==> src/rtl/rotate_angle_gen_pkg.sv <==
// rotate_angle_gen_pkg
//   Shared definitions for the rotate_angle_gen slice:
//   - stream data-type codes (DTYPE_*) snooped from the pixel stream
//   - FSM state type of the angle generator
//   - CORDIC arctangent table (in 2^-16 turn units) and gain constant
`ifndef DTYPE_WIDTH
`define DTYPE_WIDTH       4
`define DTYPE_IDLE        4'd0
`define DTYPE_FRAME_START 4'd1
`define DTYPE_FRAME_END   4'd2
`define DTYPE_LINE_START  4'd3
`define DTYPE_PIXEL       4'd4
`endif

package rotate_angle_gen_pkg;

    typedef enum logic [1:0] {
        IDLE,
        SLEW,
        ROT,
        READY
    } state_t;

    // Angles inside the CORDIC are held as fractions of a full turn with
    // this many bits (PHASE_WIDTH must not exceed it).
    localparam int TURN_BITS = 16;

    // CORDIC gain 1/prod(sqrt(1+2^-2i)) in Q16.
    localparam int CORDIC_K_Q16 = 39797;

    // atan(2^-i) expressed in 2^-16 turn units.
    function automatic logic [TURN_BITS-1:0] cordic_atan(input int unsigned i);
        case (i)
            0:       return 16'd8192;
            1:       return 16'd4836;
            2:       return 16'd2555;
            3:       return 16'd1297;
            4:       return 16'd651;
            5:       return 16'd326;
            6:       return 16'd163;
            7:       return 16'd81;
            8:       return 16'd41;
            9:       return 16'd20;
            10:      return 16'd10;
            11:      return 16'd5;
            12:      return 16'd3;
            13:      return 16'd1;
            14:      return 16'd1;
            default: return 16'd0;
        endcase
    endfunction

    // Gain-compensated start value K * 2^(aw-2) with 4 extra fraction bits.
    function automatic int cordic_x0(input int aw);
        longint v;
        v = (longint'(CORDIC_K_Q16) << (aw + 2)) + 64'sd32768;
        return int'(v >>> 16);
    endfunction

endpackage

==> src/rtl/rotate_angle_gen_if.sv <==
// rotate_angle_gen_if
//   Control, stream-snoop and result signals of rotate_angle_gen.
//   master: upstream controller / stream source (drives enable, dvi,
//           dtypei, angle_target, slew_step; reads results)
//   slave : rotate_angle_gen (reads controls, drives sin_theta, cos_theta,
//           angle_cur, busy, updated)
interface rotate_angle_gen_if #(
    parameter int ANGLE_WIDTH = 10,
    parameter int PHASE_WIDTH = 12
);
    logic                          enable;
    logic                          dvi;
    logic [`DTYPE_WIDTH-1:0]       dtypei;
    logic [PHASE_WIDTH-1:0]        angle_target;
    logic [PHASE_WIDTH-1:0]        slew_step;
    logic signed [ANGLE_WIDTH-1:0] sin_theta;
    logic signed [ANGLE_WIDTH-1:0] cos_theta;
    logic [PHASE_WIDTH-1:0]        angle_cur;
    logic                          busy;
    logic                          updated;

    modport master (
        output enable, dvi, dtypei, angle_target, slew_step,
        input  sin_theta, cos_theta, angle_cur, busy, updated
    );

    modport slave (
        input  enable, dvi, dtypei, angle_target, slew_step,
        output sin_theta, cos_theta, angle_cur, busy, updated
    );
endinterface

==> src/rtl/rotate_angle_gen_cordic_sincos.sv <==
// cordic_sincos
//   Iterative rotation-mode CORDIC producing sin/cos of a phase word.
//   Ports:
//     clk, reset         clock, async active-high reset
//     start              load phase and begin (one cycle)
//     phase              unsigned phase, full turn = 2^PHASE_WIDTH
//     done               one-cycle pulse, sin_out/cos_out valid from then
//     sin_out, cos_out   signed results, 1.0 = 2^(ANGLE_WIDTH-2)
module cordic_sincos
    import rotate_angle_gen_pkg::*;
#(
    parameter int ANGLE_WIDTH = 10,
    parameter int PHASE_WIDTH = 12,
    parameter int ITERS       = 12
) (
    input  logic                          clk,
    input  logic                          reset,
    input  logic                          start,
    input  logic [PHASE_WIDTH-1:0]        phase,
    output logic                          done,
    output logic signed [ANGLE_WIDTH-1:0] sin_out,
    output logic signed [ANGLE_WIDTH-1:0] cos_out
);
    localparam int W  = ANGLE_WIDTH + 4;
    localparam int ZW = TURN_BITS + 2;
    localparam int CW = (ITERS > 1) ? $clog2(ITERS) : 1;

    localparam logic signed [W-1:0] X0   = W'(cordic_x0(ANGLE_WIDTH));
    localparam logic signed [W-1:0] ONE  = W'(1 << (ANGLE_WIDTH - 2));
    localparam logic signed [W-1:0] HALF = W'(8);

    logic signed [W-1:0]  x, y, xs, ys;
    logic signed [ZW-1:0] z, at;
    logic [CW-1:0]        iter;
    logic                 running;
    logic                 neg;

    logic [TURN_BITS-1:0] p16, z0_u;
    logic                 fold;

    // Phases outside [-90,+90) deg are moved by half a turn; the results
    // are negated afterwards (sin/cos(a-pi) = -sin/cos(a)).
    always_comb begin
        p16  = TURN_BITS'(phase) << (TURN_BITS - PHASE_WIDTH);
        fold = p16[TURN_BITS-1] ^ p16[TURN_BITS-2];
        z0_u = fold ? {~p16[TURN_BITS-1], p16[TURN_BITS-2:0]} : p16;
    end

    always_comb begin
        xs = x >>> iter;
        ys = y >>> iter;
        at = ZW'(cordic_atan(32'(iter)));
    end

    always_ff @(posedge clk or posedge reset) begin
        if (reset) begin
            x       <= '0;
            y       <= '0;
            z       <= '0;
            iter    <= '0;
            running <= 1'b0;
            done    <= 1'b0;
            neg     <= 1'b0;
        end else begin
            done <= 1'b0;
            if (start) begin
                x       <= X0;
                y       <= '0;
                z       <= ZW'($signed(z0_u));
                neg     <= fold;
                iter    <= '0;
                running <= 1'b1;
            end else if (running) begin
                if (!z[ZW-1]) begin
                    x <= x - ys;
                    y <= y + xs;
                    z <= z - at;
                end else begin
                    x <= x + ys;
                    y <= y - xs;
                    z <= z + at;
                end
                if (32'(iter) == ITERS - 1) begin
                    iter    <= '0;
                    running <= 1'b0;
                    done    <= 1'b1;
                end else begin
                    iter <= iter + CW'(1);
                end
            end
        end
    end

    function automatic logic signed [ANGLE_WIDTH-1:0] sat_round(
        input logic signed [W-1:0] v,
        input logic                n
    );
        logic signed [W-1:0] r;
        r = (v + HALF) >>> 4;
        if (r > ONE)
            r = ONE;
        else if (r < -ONE)
            r = -ONE;
        if (n)
            r = -r;
        return r[ANGLE_WIDTH-1:0];
    endfunction

    assign sin_out = sat_round(y, neg);
    assign cos_out = sat_round(x, neg);

endmodule

==> src/rtl/rotate_angle_gen.sv <==
// rotate_angle_gen
//   Per-frame rotation angle generator. On each frame end it slews a shadow
//   phase toward angle_target, computes sin/cos with an iterative CORDIC and
//   commits the result to the outputs on the following frame start, so the
//   downstream rotation sees constant coefficients for a whole frame.
//   Ports:
//     clk    pixel-rate clock
//     reset  async active-high reset
//     bus    rotate_angle_gen_if.slave: enable, dvi, dtypei, angle_target,
//            slew_step in; sin_theta, cos_theta, angle_cur, busy, updated out
module rotate_angle_gen
    import rotate_angle_gen_pkg::*;
#(
    parameter int ANGLE_WIDTH = 10,
    parameter int PHASE_WIDTH = 12,
    parameter int ITERS       = 12
) (
    input  logic               clk,
    input  logic               reset,
    rotate_angle_gen_if.slave  bus
);
    localparam logic signed [ANGLE_WIDTH-1:0] ONE = ANGLE_WIDTH'(1 << (ANGLE_WIDTH - 2));

    state_t                        state;
    logic signed [ANGLE_WIDTH-1:0] sin_r, cos_r, shadow_sin, shadow_cos;
    logic [PHASE_WIDTH-1:0]        angle_r, shadow_phase;
    logic                          busy_r, updated_r;

    logic                          frame_end, frame_start;
    logic [PHASE_WIDTH-1:0]        diff, slew_phase;
    logic [PHASE_WIDTH:0]          mag;

    logic                          cordic_start, cordic_done;
    logic signed [ANGLE_WIDTH-1:0] cordic_sin, cordic_cos;

    assign frame_end   = bus.dvi && (bus.dtypei == `DTYPE_FRAME_END);
    assign frame_start = bus.dvi && (bus.dtypei == `DTYPE_FRAME_START);

    // Shortest-path slew from the shadow phase; diff read as signed.
    always_comb begin
        diff = bus.angle_target - shadow_phase;
        mag  = diff[PHASE_WIDTH-1] ? ({1'b0, ~diff} + (PHASE_WIDTH+1)'(1)) : {1'b0, diff};
        if (bus.slew_step == '0 || mag <= {1'b0, bus.slew_step})
            slew_phase = bus.angle_target;
        else if (diff[PHASE_WIDTH-1])
            slew_phase = shadow_phase - bus.slew_step;
        else
            slew_phase = shadow_phase + bus.slew_step;
    end

    // CORDIC loads in the SLEW cycle, straight from the slew result.
    assign cordic_start = (state == SLEW);

    cordic_sincos #(
        .ANGLE_WIDTH (ANGLE_WIDTH),
        .PHASE_WIDTH (PHASE_WIDTH),
        .ITERS       (ITERS)
    ) u_cordic (
        .clk     (clk),
        .reset   (reset),
        .start   (cordic_start),
        .phase   (slew_phase),
        .done    (cordic_done),
        .sin_out (cordic_sin),
        .cos_out (cordic_cos)
    );

    always_ff @(posedge clk or posedge reset) begin
        if (reset) begin
            state        <= IDLE;
            sin_r        <= '0;
            cos_r        <= ONE;
            angle_r      <= '0;
            shadow_sin   <= '0;
            shadow_cos   <= ONE;
            shadow_phase <= '0;
            busy_r       <= 1'b0;
            updated_r    <= 1'b0;
        end else begin
            updated_r <= 1'b0;
            if (!bus.enable) begin
                state        <= IDLE;
                busy_r       <= 1'b0;
                shadow_phase <= angle_r;
                shadow_sin   <= sin_r;
                shadow_cos   <= cos_r;
            end else begin
                case (state)
                    IDLE: begin
                        if (frame_end) begin
                            state  <= SLEW;
                            busy_r <= 1'b1;
                        end
                    end
                    SLEW: begin
                        shadow_phase <= slew_phase;
                        state        <= ROT;
                    end
                    ROT: begin
                        if (cordic_done) begin
                            shadow_sin <= cordic_sin;
                            shadow_cos <= cordic_cos;
                            state      <= READY;
                            busy_r     <= 1'b0;
                        end
                    end
                    READY: begin
                        if (frame_start) begin
                            sin_r     <= shadow_sin;
                            cos_r     <= shadow_cos;
                            angle_r   <= shadow_phase;
                            updated_r <= 1'b1;
                            state     <= IDLE;
                        end else if (frame_end) begin
                            state  <= SLEW;
                            busy_r <= 1'b1;
                        end
                    end
                    default: state <= IDLE;
                endcase
            end
        end
    end

    assign bus.sin_theta = sin_r;
    assign bus.cos_theta = cos_r;
    assign bus.angle_cur = angle_r;
    assign bus.busy      = busy_r;
    assign bus.updated   = updated_r;

endmodule
==> src/flat_wrapper.sv <==
// flat-port wrapper written by rule: the top's interface ports become plain ports
module rotate_angle_gen_flat import rotate_angle_gen_pkg::*;
#(
    parameter int ANGLE_WIDTH = 10,
    parameter int PHASE_WIDTH = 12,
    parameter int ITERS       = 12
)
  (clk, reset, bus_enable, bus_dvi, bus_dtypei, bus_angle_target, bus_slew_step, bus_sin_theta, bus_cos_theta, bus_angle_cur, bus_busy, bus_updated);
  rotate_angle_gen_if #(.ANGLE_WIDTH(ANGLE_WIDTH), .PHASE_WIDTH(PHASE_WIDTH)) bus_i ();
  input  logic clk;
  input  logic reset;
  input wire logic [$bits(bus_i.enable)-1:0] bus_enable;
  input wire logic [$bits(bus_i.dvi)-1:0] bus_dvi;
  input wire logic [$bits(bus_i.dtypei)-1:0] bus_dtypei;
  input wire logic [$bits(bus_i.angle_target)-1:0] bus_angle_target;
  input wire logic [$bits(bus_i.slew_step)-1:0] bus_slew_step;
  output wire logic [$bits(bus_i.sin_theta)-1:0] bus_sin_theta;
  output wire logic [$bits(bus_i.cos_theta)-1:0] bus_cos_theta;
  output wire logic [$bits(bus_i.angle_cur)-1:0] bus_angle_cur;
  output wire logic [$bits(bus_i.busy)-1:0] bus_busy;
  output wire logic [$bits(bus_i.updated)-1:0] bus_updated;
  assign bus_i.enable = bus_enable;
  assign bus_i.dvi = bus_dvi;
  assign bus_i.dtypei = bus_dtypei;
  assign bus_i.angle_target = bus_angle_target;
  assign bus_i.slew_step = bus_slew_step;
  assign bus_sin_theta = bus_i.sin_theta;
  assign bus_cos_theta = bus_i.cos_theta;
  assign bus_angle_cur = bus_i.angle_cur;
  assign bus_busy = bus_i.busy;
  assign bus_updated = bus_i.updated;
  rotate_angle_gen #(.ANGLE_WIDTH(ANGLE_WIDTH), .PHASE_WIDTH(PHASE_WIDTH), .ITERS(ITERS)) u_core (.clk(clk), .reset(reset), .bus(bus_i));
endmodule
==> config.mk <==
export PLATFORM = sky130hd
export DESIGN_NAME = rotate_angle_gen_flat
export DESIGN_NICKNAME = d
export VERILOG_FILES = /design/src/rtl/rotate_angle_gen_pkg.sv /design/src/rtl/rotate_angle_gen_if.sv /design/src/rtl/rotate_angle_gen_cordic_sincos.sv /design/src/rtl/rotate_angle_gen.sv /design/src/flat_wrapper.sv
export SDC_FILE = /design/constraint.sdc
export NUM_CORES = 1
export LEC_CHECK = 0
export ABC_AREA = 1
export BUFFER_PORTS_ARGS = -buffer_cell sky130_fd_sc_hd__buf_2
export CORE_AREA = 4 4 148 150
export DETAILED_ROUTE_END_ITERATION = 7
export DIE_AREA = 0 0 152 154
export PLACE_DENSITY = 0.78
export RECOVER_POWER = 50
export SLEW_MARGIN = 25
export SYNTH_ARGS = -nofsm -noshare
export SYNTH_HDL_FRONTEND = slang
export SYNTH_SLANG_ARGS = --single-unit
==> constraint.sdc <==
create_clock -name clk -period 4.8 [get_ports clk]
set_input_delay 0.96 -clock clk [delete_from_list [all_inputs] [get_ports clk]]
set_output_delay 0.96 -clock clk [all_outputs]
set_load 0.1 [all_outputs]
# Yosys cells after proc, flatten, opt, wreduce, memory -nomap -nowiden
# Memories as Yosys holds them, arrays and structs flattened.
# Index checks and enable logic that the tools add are counted.
[op_classes] shift=2 n_mux=49 addsub=15 n_mul=0 bitwise=3 magnitude_cmp=5 n_reduce_logical=9 n_eq_ne=12 div=0
[ops] cell="10-bit 2-to-1 mux" n=12
[ops] cell="14-bit 2-to-1 mux" n=6
[ops] cell="18-bit 2-to-1 mux" n=3
[ops] cell="12-bit 2-to-1 mux" n=4
[ops] cell="14-bit adder" n=2
[ops] cell="14-bit by 5-bit adder with 14-bit output (second input constant)" n=2
[ops] cell="14-bit by 4-bit >>> shifter with 14-bit output" n=2
[ops] cell="14-bit subtractor" n=2
[ops] cell="12-bit subtractor" n=2
[ops] cell="10-bit > comparator (second input constant)" n=2
[ops] cell="10-bit by 9-bit less-than comparator with 1-bit output (second input constant)" n=2
[ops] cell="10-bit negation" n=2
[ops] cell="18-bit by 17-bit adder with 18-bit output" n=1
[ops] cell="18-bit by 17-bit subtractor with 18-bit output" n=1
[ops] cell="16-bit 2-to-1 mux" n=1
[ops] cell="12-bit by 1-bit adder with 13-bit output (second input constant)" n=1
[ops] cell="13-bit by 12-bit less-or-equal comparator with 1-bit output" n=1
[ops] cell="1-bit 2-to-1 mux" n=13
[ops] cell="13-bit 2-to-1 mux" n=1
[ops] cell="12-bit adder" n=1
[ops] cell="12-bit zero test" n=1
[ops] cell="4-bit 2-to-1 mux" n=3
[ops] cell="12-bit NOT" n=1
[ops] cell="2-bit 2-to-1 mux" n=4
[ops] cell="19 further kinds" n=25
[totals] ramBits=0 elab_cells=112 reg_bits=121 mem_bits_ro=224 latch_bits=0 in_bits=32 mem_count=1
[mem_list] name="(name not given)" depth=16 width=14 rd=1 rd_ports_with_merged_regs=0 write_ports=0 line_no="rotate_angle_gen_pkg.sv:33" source="case (i)"

# Longest topological paths before layout
# Gate-level depths: netlist (run 1).
[logic_depth] word_depth=10 mapped_depth=30 mapped_depth_nobuf=28

# Hierarchy
# From an unflattened synthesis (run 1), not the netlist that was laid out.
[hier_totals] hier_cells=1927 area_unflattened_um2=12615.8
[by_module_without_submodules] mod="cordic_sincos" cells_per_inst=1250 instances=1 area_each_um2=7658.6
[by_module_without_submodules] mod="rotate_angle_gen" cells_per_inst=677 instances=1 area_each_um2=4957.3

# Worst setup path after synthesis (run 1)
# No wires, ideal clock.
[synth_timing] path_kind="input -> register" from="input bus_angle_target[0]" to="register u_core.shadow_phase[2]" n_path_buf=1 setup_slack_ns=0.560 cell_stages=22 setup_ns=0.138 arrival_ns=4.102 cell_sequence="inv_1 ha_1 fa_1 nor3_1 nor2_1 o21ai_0 xor2_1 inv_1 nand2_1 nand2_1 xnor2_1 inv_1 ha_1 nand3_1 inv_1 a211oi_1 nand2_1 nand2_2 inv_1 buf_2 o211ai_1 o211ai_1"
[synth_between] elab_chain_cells=9 elab_cells_between_ends=10 cone_classes="add/sub: 2; order compare: 1; mux: 5; bitwise: 1; reduce/logical: 1"
[synth_lines] element="from (decl)" line_no="flat_wrapper.sv:15" source="input wire logic [$bits(bus_i.angle_target)-1:0] bus_angle_target;"
[synth_lines] element="12-bit subtractor (*)" line_no="rotate_angle_gen.sv:41" source="diff = bus.angle_target - shadow_phase;"
[synth_lines] element="12-bit NOT" line_no="rotate_angle_gen.sv:42" source="mag = diff[PHASE_WIDTH-1] ? ({1'b0, ~diff} + (PHASE_WIDTH+1)'(1)) : {1'b0, diff};"
[synth_lines] element="12-bit by 1-bit adder with 13-bit output" line_no="rotate_angle_gen.sv:42"
[synth_lines] element="13-bit 2-to-1 mux" line_no="rotate_angle_gen.sv:42"
[synth_lines] element="13-bit by 12-bit less-or-equal comparator with 1-bit output" line_no="rotate_angle_gen.sv:43" source="if (bus.slew_step == '0 || mag <= {1'b0, bus.slew_step})"
[synth_lines] element="1-bit logical OR" line_no="rotate_angle_gen.sv:43"
[synth_lines] element="12-bit 2-to-1 mux (*)" line_no="rotate_angle_gen.sv:43"
[synth_lines] element="12-bit 2-to-1 mux (*)" line_no="rotate_angle_gen.sv:88" source="case (state)"
[synth_lines] element="12-bit 2-to-1 mux (*)" line_no="rotate_angle_gen.sv:81" source="if (!bus.enable) begin"
[synth_lines] element="to (signal assigned)" line_no="rotate_angle_gen.sv:84" source="shadow_phase <= angle_r;"
[synth_lines] element="to (signal assigned)" line_no="rotate_angle_gen.sv:96" source="shadow_phase <= slew_phase;"
[synth_lines] element="to (decl)" line_no="rotate_angle_gen.sv:26" source="logic [PHASE_WIDTH-1:0] angle_r, shadow_phase;"
# Mark *: on every way between the ends. The rest lies on a longest branch, timed or not. The select of a mux whose other input is x is not followed.
# A chain may end at the register's enable or synchronous reset.

# Final worst setup path (run 1)
[layout_timing] from="register u_core.u_cordic.iter[0]" to="register u_core.u_cordic.z[14]"
[layout_between] elab_chain_cells=5 elab_cells_between_ends=6 cone_classes="add/sub: 2; mux: 3; memory: 1"
[layout_lines] element="from (decl)" line_no="rotate_angle_gen_cordic_sincos.sv:34" source="logic [CW-1:0] iter;"
[layout_lines] element="from (signal assigned)" line_no="rotate_angle_gen_cordic_sincos.sv:88" source="iter <= iter + CW'(1);"
[layout_lines] element="memory read 16 x 14 bit (*)"
[layout_lines] element="18-bit by 17-bit subtractor with 18-bit output / 18-bit by 17-bit adder with 18-bit output (equally long branches)" line_no="rotate_angle_gen_cordic_sincos.sv:77, rotate_angle_gen_cordic_sincos.sv:81"
[layout_lines] element="18-bit 2-to-1 mux (*)" line_no="rotate_angle_gen_cordic_sincos.sv:74" source="if (!z[ZW-1]) begin"
[layout_lines] element="18-bit 2-to-1 mux (*)" line_no="rotate_angle_gen_cordic_sincos.sv:73" source="end else if (running) begin"
[layout_lines] element="18-bit 2-to-1 mux (*)" line_no="rotate_angle_gen_cordic_sincos.sv:66" source="if (start) begin"
[layout_lines] element="to (signal assigned)" line_no="rotate_angle_gen_cordic_sincos.sv:69" source="z <= ZW'($signed(z0_u));"
[layout_lines] element="to (signal assigned)" line_no="rotate_angle_gen_cordic_sincos.sv:77" source="z <= z - at;"
[layout_lines] element="to (signal assigned)" line_no="rotate_angle_gen_cordic_sincos.sv:81" source="z <= z + at;"
[layout_lines] element="to (decl)" line_no="rotate_angle_gen_cordic_sincos.sv:33" source="logic signed [ZW-1:0] z, at;"
# Marked as above.

==> impl_metrics.csv, run 1 <==
group,metric,value,unit
layout,nFillCells,2011,
run_status,status,"complete, but fails checks",
timing,setup_violations,0,
global_route,grt_max_degree,45,
synthesis,synth_ff_type,"dfrtp_1",
worst_setup_path,worst_r2r_path_depth,25,
drt,totalWireLength,34100,µm
die,die_w,152,µm
synthesis,yosys_warnings,0,
timing,drv_slew,171,
drt,wl_per_cell,15.2,µm
synthesis,synthSimpleGateAreaFrac,0.330,
timing,slew_headroom,-0.575,
clocking,postCtsSetupBuffers,0,
synthesis,synth_compound_area_frac,0.155,
synthesis,synth_area,0.0123,mm²
synthesis,synthAdderAreaFrac,0.106,
worst_setup_path,r2r_start,"u_core.u_cordic.iter[0]$_DFFE_PP0P_",
worst_setup_path,r2r_end,"u_core.u_cordic.z[14]$_DFFE_PP0P_",
clocking,cts_hold_buf,0,
synthesis,avgSynthCellArea,6.42,µm²
layout,fin_util,0.646,
worst_setup_path,startpoint_type,"flip-flop",
timing,setup_tns,0,ns
worst_setup_path,end_kind,"flip-flop",
worst_setup_path,cp.required,5.11,ns
placement,portBuffers,65,
timing,rsz0062_at_grt,"no",
clocking,clockBufferDepth,2,
die,ios,66,
timing,fin_crit,4.26,ns
drt,vias_per_cell,5.63,
timing,hold_viol,0,
global_route,grt_first_pass_wirelength,57500,µm
die,die_h,154,µm
layout,antennaDiodeCount,0,
clocking,clk_pin_slew_worst_paths,0.07,ns
synthesis,synthMuxAreaShare,0,
worst_setup_path,cp-endpoint,"u_core.u_cordic.z[14]$_DFFE_PP0P_",
global_route,antenna_found_initial,0,
drt,num_vias,12600,
synthesis,syn_nets,2044,
clocking,numCtsBuffers,17,
global_route,overflow,0,
timing,max_freq,235,MHz
clocking,cts_tree,"done",
run_status,violations,"capacitance limit, slew limit",
synthesis,synth-seq-cells,121,
clocking,cts.sinks,121,
synthesis,synth_edf_count,0,
clocking,post_cts_resized,0,
synthesis,synthDistinctLibCells,55,
worst_setup_path,arrival,4.56,ns
layout,fin_nets,2091,
clocking,htreeDepth,4,
die,num_rows,53,
die,die_area,0.0234,mm²
synthesis,synth_top_family_by_area,"simple AND/OR/NAND/NOR gates",
layout,area_growth,8.97,%
drt,drc,0,
clocking,insertion_delay,0.44,ns
synthesis,synthArstFlopShare,1.00,
layout,final_common_cell,"nand2_1",
timing,worst_pin_slew,2.36,ns
layout,drive_gt1_frac,0.0797,
die,core,0.0207,mm²
worst_setup_path,ff2ff_setup_slack,0.54,ns
timing,skew,0.0124,ns
layout,final_cell_mix,"nand2_1, inv_1, nand3_1",
clocking,root_buffer,"clkbuf_16",
timing,fin_crit_sh,0.887,
job,maxCapViolCount,4,
synthesis,seq_area_frac_synth,0.247,
placement,routabilityCongestion,0.953,
synthesis,syn_inst,1911,
worst_setup_path,critPathMaxFanout,27,
drt,drt_iter0_drc,881,
global_route,grt.total_usage,0.292,
placement,post-dp-hpwl,25400,µm
drt,antenna_left,0,
worst_setup_path,crit_start,"u_core.u_cordic.iter[0]$_DFFE_PP0P_",
global_route,grt_pass1_vias,12400,
hold_path,hp-class,"reg2reg",
synthesis,synthXorXnorAreaFrac,0.0607,
die,start_util,0.593,
drt,drt-pass1-iter-count,5,
worst_setup_path,worst-setup-path-type,"reg2reg",
## sequential cells by signal (all words and copies together), names as in the netlist
register,flops
u_core.shadow_phase,12
u_core.state,2
u_core.u_cordic.running,1
u_core.u_cordic.z,18
u_core.u_cordic.done,1
u_core.bus.updated,1
u_core.u_cordic.iter,4
u_core.u_cordic.x,14
u_core.bus.angle_cur,12
u_core.shadow_sin,10
u_core.u_cordic.neg,1
u_core.shadow_cos,10
u_core.u_cordic.y,14
u_core.bus.busy,1
u_core.bus.sin_theta,10
u_core.bus.cos_theta,10
## cell usage after synthesis (4+ instances only)
master	instances	share of area
nand2_1	570	0.17
inv_1	238	0.073
nand3_1	160	0.065
nor2_1	148	0.045
dfrtp_1	119	0.24
o21ai_0	119	0.049
a21oi_1	116	0.047
ha_1	96	0.098
xor2_1	63	0.045
clkbuf_1	27	0.0083
xnor2_1	22	0.016
buf_2	19	0.0078
o22ai_1	19	0.0097
a31oi_1	17	0.0087
o211ai_1	17	0.010
nand2_2	16	0.0082
nor3_1	15	0.0061
nand4_1	14	0.0071
nand3b_1	11	0.0067
nor2_2	9	0.0046
buf_4	7	0.0043
o21ai_1	7	0.0029
o21bai_1	7	0.0043
o221ai_1	7	0.0050
fa_1	5	0.0082
inv_2	5	0.0015
o21a_1	5	0.0031
o31ai_1	5	0.0031
or2_2	5	0.0025
buf_6	4	0.0037
## final cells by class
cell class,count,area [µm²],area share
clock buffer,17,425,0.0318
multi-input combinational,1482,7990,0.598
timing repair buffer,89,475,0.0356
tap,275,344,0.0257
clock inverter,15,166,0.0124
inverter,247,931,0.0696
sequential,121,3030,0.227
## how the worst min path moves through the flow
stage               cells past startpoint                              from                               end  slack (ns)
finish                                  2  u_core.shadow_cos[8]$_DFFE_PP1P_  u_core.shadow_cos[8]$_DFFE_PP1P_        0.47
floorplan                               2  u_core.shadow_cos[8]$_DFFE_PP1P_  u_core.shadow_cos[8]$_DFFE_PP1P_        0.45
detailed placement                      2  u_core.shadow_cos[8]$_DFFE_PP1P_  u_core.shadow_cos[8]$_DFFE_PP1P_        0.47
global placement                        2  u_core.shadow_cos[8]$_DFFE_PP1P_  u_core.shadow_cos[8]$_DFFE_PP1P_        0.46
CTS                                     2  u_core.shadow_cos[8]$_DFFE_PP1P_  u_core.shadow_cos[8]$_DFFE_PP1P_        0.47
global route                            2  u_core.shadow_cos[8]$_DFFE_PP1P_  u_core.shadow_cos[8]$_DFFE_PP1P_        0.49
## cells by family (layout without fill, tap and decap cells)
family	after synthesis	count (layout)
compound gates	337	337
xor+xnor	85	85
fa+ha+maj	101	101
buf+inv	308	368
flops	121	121
simple gates	959	959
## stage by stage
| stage | instances | worst slack, ns | area [µm²] | hold slack (ns) |
|---|---|---|---|---|
| after global routing | 2246 | 0.0638 | 13400 | 0.489 |
| after floorplan | 1911 | 0.560 | 12300 | 0.447 |
| after global placement | 2214 | 0.239 | 12800 | 0.458 |
| after detailed placement | 2214 | 0.169 | 12800 | 0.465 |
| final | 2246 | 0.544 | 13400 | 0.471 |
| after CTS | 2246 | 0.473 | 13400 | 0.475 |
## worst max-delay path, stage by stage (launching register included)
cell and delay (ns):
dfrtp_1 0.62, inv_4 0.22, ha_1 0.36, nor2_1 0.14, nor2_1 0.07, o21ai_1 0.25, inv_1 0.08, ha_1 0.20
nand2_1 0.07, nor2_1 0.06, nand3b_1 0.15, nor2_1 0.06, inv_1 0.07, nand2_1 0.08, xor2_1 0.19, ha_1 0.35
nand2_1 0.08, nor3_1 0.20, nand3_1 0.11, nand3_1 0.15, nand3_1 0.08, nand2_1 0.12, a31oi_1 0.10, xor2_1 0.16
nand2_1 0.07, nand3_1 0.08
## routing by layer
| metal | global-route usage | vias up | wire length, µm |
|---|---|---|---|
| met5 | 0 | - | 0 |
| met4 | 0.132 | 0 | 1450 |
| met3 | 0.0380 | 102 | 1510 |
| met2 | 0.518 | 349 | 16600 |
| met1 | 0.353 | 5847 | 14500 |
| li1 | - | 6345 | - |
Power of run 1 is left out: the tool's default activity adds up to more than one toggle a clock period on the data nets, which glitch-free logic cannot reach.
==> run 2: changes to the inputs <==
- MAX_ROUTING_LAYER: default -> met4
==> run 2 against run 1 <==
Effect of this change:
- the run still ends with capacitance limit, slew limit left
- count of clock-buffer cells in the layout is 1 higher
- fmax is 0.63% lower
- non-clock buffer count stayed put
- register-to-register slack better by 0.096 ns
- global-route usage is 0.82 points higher
- critical path type is now in2reg
- critical endpoint is now u_core.u_cordic.neg$_DFFE_PP0P_
- highest routed layer unchanged
==> impl_metrics.csv, run 2 (synthesis results as in run 1) <==
group,metric,value,unit
run_status,status,"complete, but fails checks",
run_status,violations,"capacitance limit, slew limit",
timing,max_freq,233,MHz
drt,totalWireLength,34200,µm
die,die_w,152,µm
placement,pre_cts_ws,0.185,ns
layout,fin_nets,2091,
placement,routabilityCongestion,0.948,
drt,drt_iter0_drc,901,
timing,worst_pin_slew,2.43,ns
timing,rsz0062_at_grt,"no",
worst_setup_path,worst-setup-path-type,"in2reg",
clocking,post_cts_resized,0,
placement,portBuffers,65,
drt,antenna_left,0,
layout,largest_register_ffs,18,
worst_setup_path,critPathMaxStageDelay,0.36,ns
worst_setup_path,end_kind,"flip-flop",
layout,largest-register,"u_core.u_cordic.z",
drt,drt-pass1-iter-count,6,
job,maxCapViolCount,4,
global_route,antenna_found_initial,0,
layout,area_growth,9.13,%
placement,post-dp-hpwl,25400,µm
die,ios,66,
hold_path,hp-class,"reg2reg",
clocking,htreeDepth,4,
clocking,clk_pin_slew_worst_paths,0.06,ns
layout,antennaDiodeCount,0,
timing,fin_crit_sh,0.892,
clocking,postCtsSetupBuffers,0,
worst_setup_path,arrival,4.58,ns
worst_setup_path,cp_cell_sequence,"buf_2 > ha_1 > a21oi_1 > nor2_1 > nor3_1 > nand3_1 > nand2_1 > and2_1 > clkinv_1 > buf_4 > a21oi_1 > xor2_1 > ha_1 > inv_1 > o21ai_0 > a21oi_1 > nand3_1 > nand2_1 > nand2_1 > a21oi_1 > nand3b_1 > nand3_1 > nand3_1 > nand3_1",
global_route,overflow,0,
worst_setup_path,cp.required,5.10,ns
timing,fin_crit,4.28,ns
timing,setup_tns,0,ns
clocking,numCtsBuffers,17,
worst_setup_path,path_common_cell,"nand3_1",
global_route,grt_max_degree,45,
layout,final_cell_mix,"nand2_1, inv_1, nand3_1",
global_route,grt_pass1_vias,12400,
die,die_h,154,µm
worst_setup_path,startpoint_type,"input pin",
layout,final_common_cell,"nand2_1",
layout,drive_gt1_frac,0.0832,
timing,skew,0.0112,ns
die,core,0.0207,mm²
clocking,clockBufferDepth,2,
timing,slew_headroom,-0.618,
timing,hold_viol,0,
worst_setup_path,critPathMaxFanout,9,
global_route,grt_first_pass_wirelength,57500,µm
clocking,cts_hold_buf,0,
drt,vias_per_cell,5.67,
die,start_util,0.593,
clocking,insertion_delay,0.43,ns
timing,setup_violations,0,
drt,num_vias,12700,
layout,largestRegisters,"u_core.u_cordic.z x18, u_core.u_cordic.x x14, u_core.u_cordic.y x14",
layout,nFillCells,1987,
die,num_rows,53,
timing,setup_slack,0.517,ns
drt,drc,0,
clocking,cts.sinks,121,
clocking,root_buffer,"clkbuf_16",
timing,drv_slew,171,
clocking,cts_tree,"done",
worst_setup_path,slowest_stage,"ha_1",
global_route,grt.total_usage,0.300,
drt,wl_per_cell,15.2,µm
die,die_area,0.0234,mm²
[run 2: cell count changes in the layout (fill, tap and decap cells not counted), moves of 2 or more]
| cell | delta |
|---|---|
| clkinv_4 | -2 |
| clkinvlp_4 | +2 |
| buf_2 | +8 |
| clkbuf_1 | -7 |
| inv_6 | -3 |
[run 2: layout make-up]
cell class | instances | area (µm²) | share of cell area
Inverter | 247 | 931 | 0.0695
Tap cell | 275 | 344 | 0.0257
Clock buffer | 18 | 429 | 0.0321
Timing Repair Buffer | 89 | 485 | 0.0363
Clock inverter | 14 | 173 | 0.0129
Sequential cell | 121 | 3030 | 0.226
Multi-Input combinational cell | 1482 | 7990 | 0.597
[run 2: final timing paths]
check | depth (start not counted) | endpoint | slack (ns) | start
min in group asynchronous | 2 | u_core.bus.sin_theta[6]$_DFFE_PP0P_ | 0.95 | reset
worst min register to register | 2 | u_core.shadow_cos[8]$_DFFE_PP1P_ | 0.47 | u_core.shadow_cos[8]$_DFFE_PP1P_
worst max-delay path | 24 | u_core.u_cordic.neg$_DFFE_PP0P_ | 0.52 | bus_angle_target[8]
max in group asynchronous | 3 | u_core.u_cordic.y[3]$_DFFE_PP0P_ | 0.94 | reset
worst min-delay path | 2 | u_core.shadow_cos[8]$_DFFE_PP1P_ | 0.47 | u_core.shadow_cos[8]$_DFFE_PP1P_
worst max register to register | 25 | u_core.u_cordic.z[14]$_DFFE_PP0P_ | 0.64 | u_core.u_cordic.iter[0]$_DFFE_PP0P_
[run 2: per-stage QoR]
step	utilization	instances	area, µm²	hold WS, ns
final	0.647	2246	13400	0.473
after global routing	0.647	2246	13400	0.494
after CTS	0.648	2246	13400	0.478
after detailed placement	0.619	2214	12800	0.466
after global placement	0.619	2214	12800	0.458
after floorplan	-	1911	12300	0.447
[run 2: per-layer routing]
layer,share of wire,vias to the layer above,global-route usage
li1,-,6342,-
met1,0.41,5838,0.349
met2,0.49,443,0.526
met3,0.056,115,0.0343
met4,0.043,0,0.128
met5,0,-,-
[run 2: worst max-delay path, delay by kind of cell]
family / cells / cell delay (ns)
buffers and inverters: 4 / 0.47
AND/OR/NAND/NOR: 12 / 1.32
adder cells (fa/ha/maj): 2 / 0.69
AO/OA/AOI/OAI: 5 / 0.83
XOR/XNOR: 1 / 0.31
Power of run 2 is left out for the same reason.
==> run 3: changes to the inputs <==
- CORE_AREA: 4 4 148 150 -> 2 2 124 175
- DIE_AREA: 0 0 152 154 -> 0 0 126 177
==> run 3 against run 2 <==
Effect of this change:
- the flow still finishes with violations (capacitance limit, slew limit)
- count of clock-buffer cells in the layout stayed put
- utilization down 0.54 points
- die area down 4.7%
- cell area down 0.26%
- clock skew fell by 0.0018 ns
- routed wire length fell by 1.8%
- critical path type unchanged
==> impl_metrics.csv, run 3 (synthesis results as in run 1) <==
group,metric,value,unit
clocking,htreeDepth,4,
die,ios,66,
layout,largest-register,"u_core.u_cordic.z",
clocking,insertion_delay,0.44,ns
timing,skew,0.00936,ns
clocking,cts_hold_buf,0,
die,num_rows,63,
global_route,overflow,0,
hold_path,min_to,"u_core.shadow_cos[5]$_DFFE_PP0P_",
layout,largestRegisters,"u_core.u_cordic.z x18, u_core.u_cordic.x x14, u_core.u_cordic.y x14",
layout,antennaDiodeCount,0,
global_route,grt.total_usage,0.319,
timing,slew_headroom,-0.951,
timing,fin_crit,4.27,ns
worst_setup_path,r2r_end,"u_core.u_cordic.z[12]$_DFFE_PP0P_",
drt,drt-pass1-iter-count,5,
clocking,postCtsSetupBuffers,0,
layout,final_common_cell,"nand2_1",
timing,fin_crit_sh,0.890,
layout,drive_gt1_frac,0.0832,
worst_setup_path,crit_buf_inv,7,
drt,vias_per_cell,5.60,
worst_setup_path,path_common_cell,"inv_1",
timing,max_freq,234,MHz
worst_setup_path,slowest_stage,"fa_1",
run_status,violations,"capacitance limit, slew limit",
layout,fin_nets,2090,
drt,num_vias,12500,
clocking,clockBufferDepth,2,
layout,area_growth,8.84,%
timing,setup_violations,0,
placement,routabilityCongestion,0.935,
timing,worst_pin_slew,2.93,ns
clocking,root_buffer,"clkbuf_16",
die,die_h,177,µm
hold_path,min_from,"u_core.shadow_cos[5]$_DFFE_PP0P_",
clocking,clk_pin_slew_worst_paths,0.06,ns
worst_setup_path,startpoint_type,"input pin",
timing,drv_slew,121,
timing,rsz0062_at_grt,"no",
clocking,numCtsBuffers,17,
clocking,cts_tree,"done",
global_route,grt_max_degree,75,
drt,drt_iter0_drc,936,
worst_setup_path,worst-setup-path-type,"in2reg",
drt,drc,0,
run_status,status,"complete, but fails checks",
hold_path,hold_depth,2,
worst_setup_path,end_kind,"flip-flop",
worst_setup_path,arrival,4.62,ns
worst_setup_path,worst_r2r_path_depth,24,
placement,portBuffers,65,
global_route,antenna_found_initial,0,
worst_setup_path,crit_start,"bus_angle_target[0]",
die,die_w,126,µm
layout,final_cell_mix,"nand2_1, inv_1, nand3_1",
worst_setup_path,r2r_start,"u_core.u_cordic.iter[1]$_DFFE_PP0P_",
timing,hold_viol,0,
die,start_util,0.589,
clocking,post_cts_resized,0,
worst_setup_path,ff2ff_setup_slack,0.61,ns
timing,setup_tns,0,ns
job,maxCapViolCount,2,
drt,totalWireLength,33600,µm
worst_setup_path,critPathMaxFanout,11,
worst_setup_path,cp.required,5.15,ns
drt,wl_per_cell,15.1,µm
die,core,0.0208,mm²
global_route,grt_first_pass_wirelength,56700,µm
drt,antenna_left,0,
die,die_area,0.0223,mm²
global_route,grt_pass1_vias,12100,
clocking,cts.sinks,121,
worst_setup_path,cp_cell_sequence,"buf_2 > inv_1 > ha_1 > fa_1 > nor3_1 > nor2_1 > o21ai_0 > xor2_1 > inv_1 > nand2_1 > nand2_1 > xnor2_1 > inv_1 > ha_1 > nand3_1 > inv_1 > a211oi_1 > nand2_1 > nand2_2 > inv_1 > buf_4 > nand2_1 > o211ai_1 > o211ai_1",
worst_setup_path,critPathMaxStageDelay,0.42,ns
worst_setup_path,path_delay_family,"adder cells",
hold_path,hp-class,"reg2reg",
layout,largest_register_ffs,18,
placement,post-dp-hpwl,25400,µm
run 3: cell types whose count changed in the layout (fill, tap and decap cells not counted), sizes merged:
cell,previous run,this run
inv,245,251
clkinv,7,5
clkinvlp,6,3
buf,83,82
bufinv,3,2
run 3: worst max-delay path by stage:
| stage | to | slack, ns | depth (start not counted) |
|---|---|---|---|
| floorplan | u_core.shadow_phase[2]$_DFFE_PP0P_ | 0.56 | 22 |
| global placement | u_core.u_cordic.z[16]$_DFFE_PP0P_ | 0.28 | 25 |
| detailed placement | u_core.u_cordic.z[16]$_DFFE_PP0P_ | 0.17 | 25 |
| CTS | u_core.u_cordic.z[16]$_DFFE_PP0P_ | 0.62 | 25 |
| global route | u_core.u_cordic.z[16]$_DFFE_PP0P_ | 0.16 | 25 |
| finish | u_core.shadow_phase[6]$_DFFE_PP0P_ | 0.53 | 24 |
run 3: tightest hold or removal path, delay by kind of cell, from the launching register on:
kind             cells  cell delay, ns
flip-flops           1            0.34
AND/OR/NAND/NOR      2            0.10
run 3: area by class of cell:
type	instances	area, µm²
fillers	1982	7460
well taps	260	325
repair buffers	88	480
multi-input cells	1482	7990
flip-flops and latches	121	3030
clock buffers	18	429
clock inverters	14	163
inverters	247	930
run 3: routing by layer:
| metal | global-route usage | wire length (µm) | up-vias |
|---|---|---|---|
| li1 | - | - | 6336 |
| met1 | 0.383 | 14500 | 5737 |
| met2 | 0.537 | 16400 | 331 |
| met3 | 0.0432 | 1530 | 88 |
| met4 | 0.136 | 1200 | 0 |
| met5 | - | 0 | - |
run 3: per-stage QoR:
stage	util	hold WS (ns)	setup slack (ns)	instance area, µm²	instances
floorplan	-	0.447	0.560	12300	1911
global placement	0.614	0.460	0.280	12800	2198
detailed placement	0.614	0.466	0.172	12800	2198
CTS	0.643	0.483	0.620	13400	2230
global route	0.642	0.503	0.157	13400	2230
finish	0.642	0.480	0.528	13400	2230
Power of run 3 is left out for the same reason.
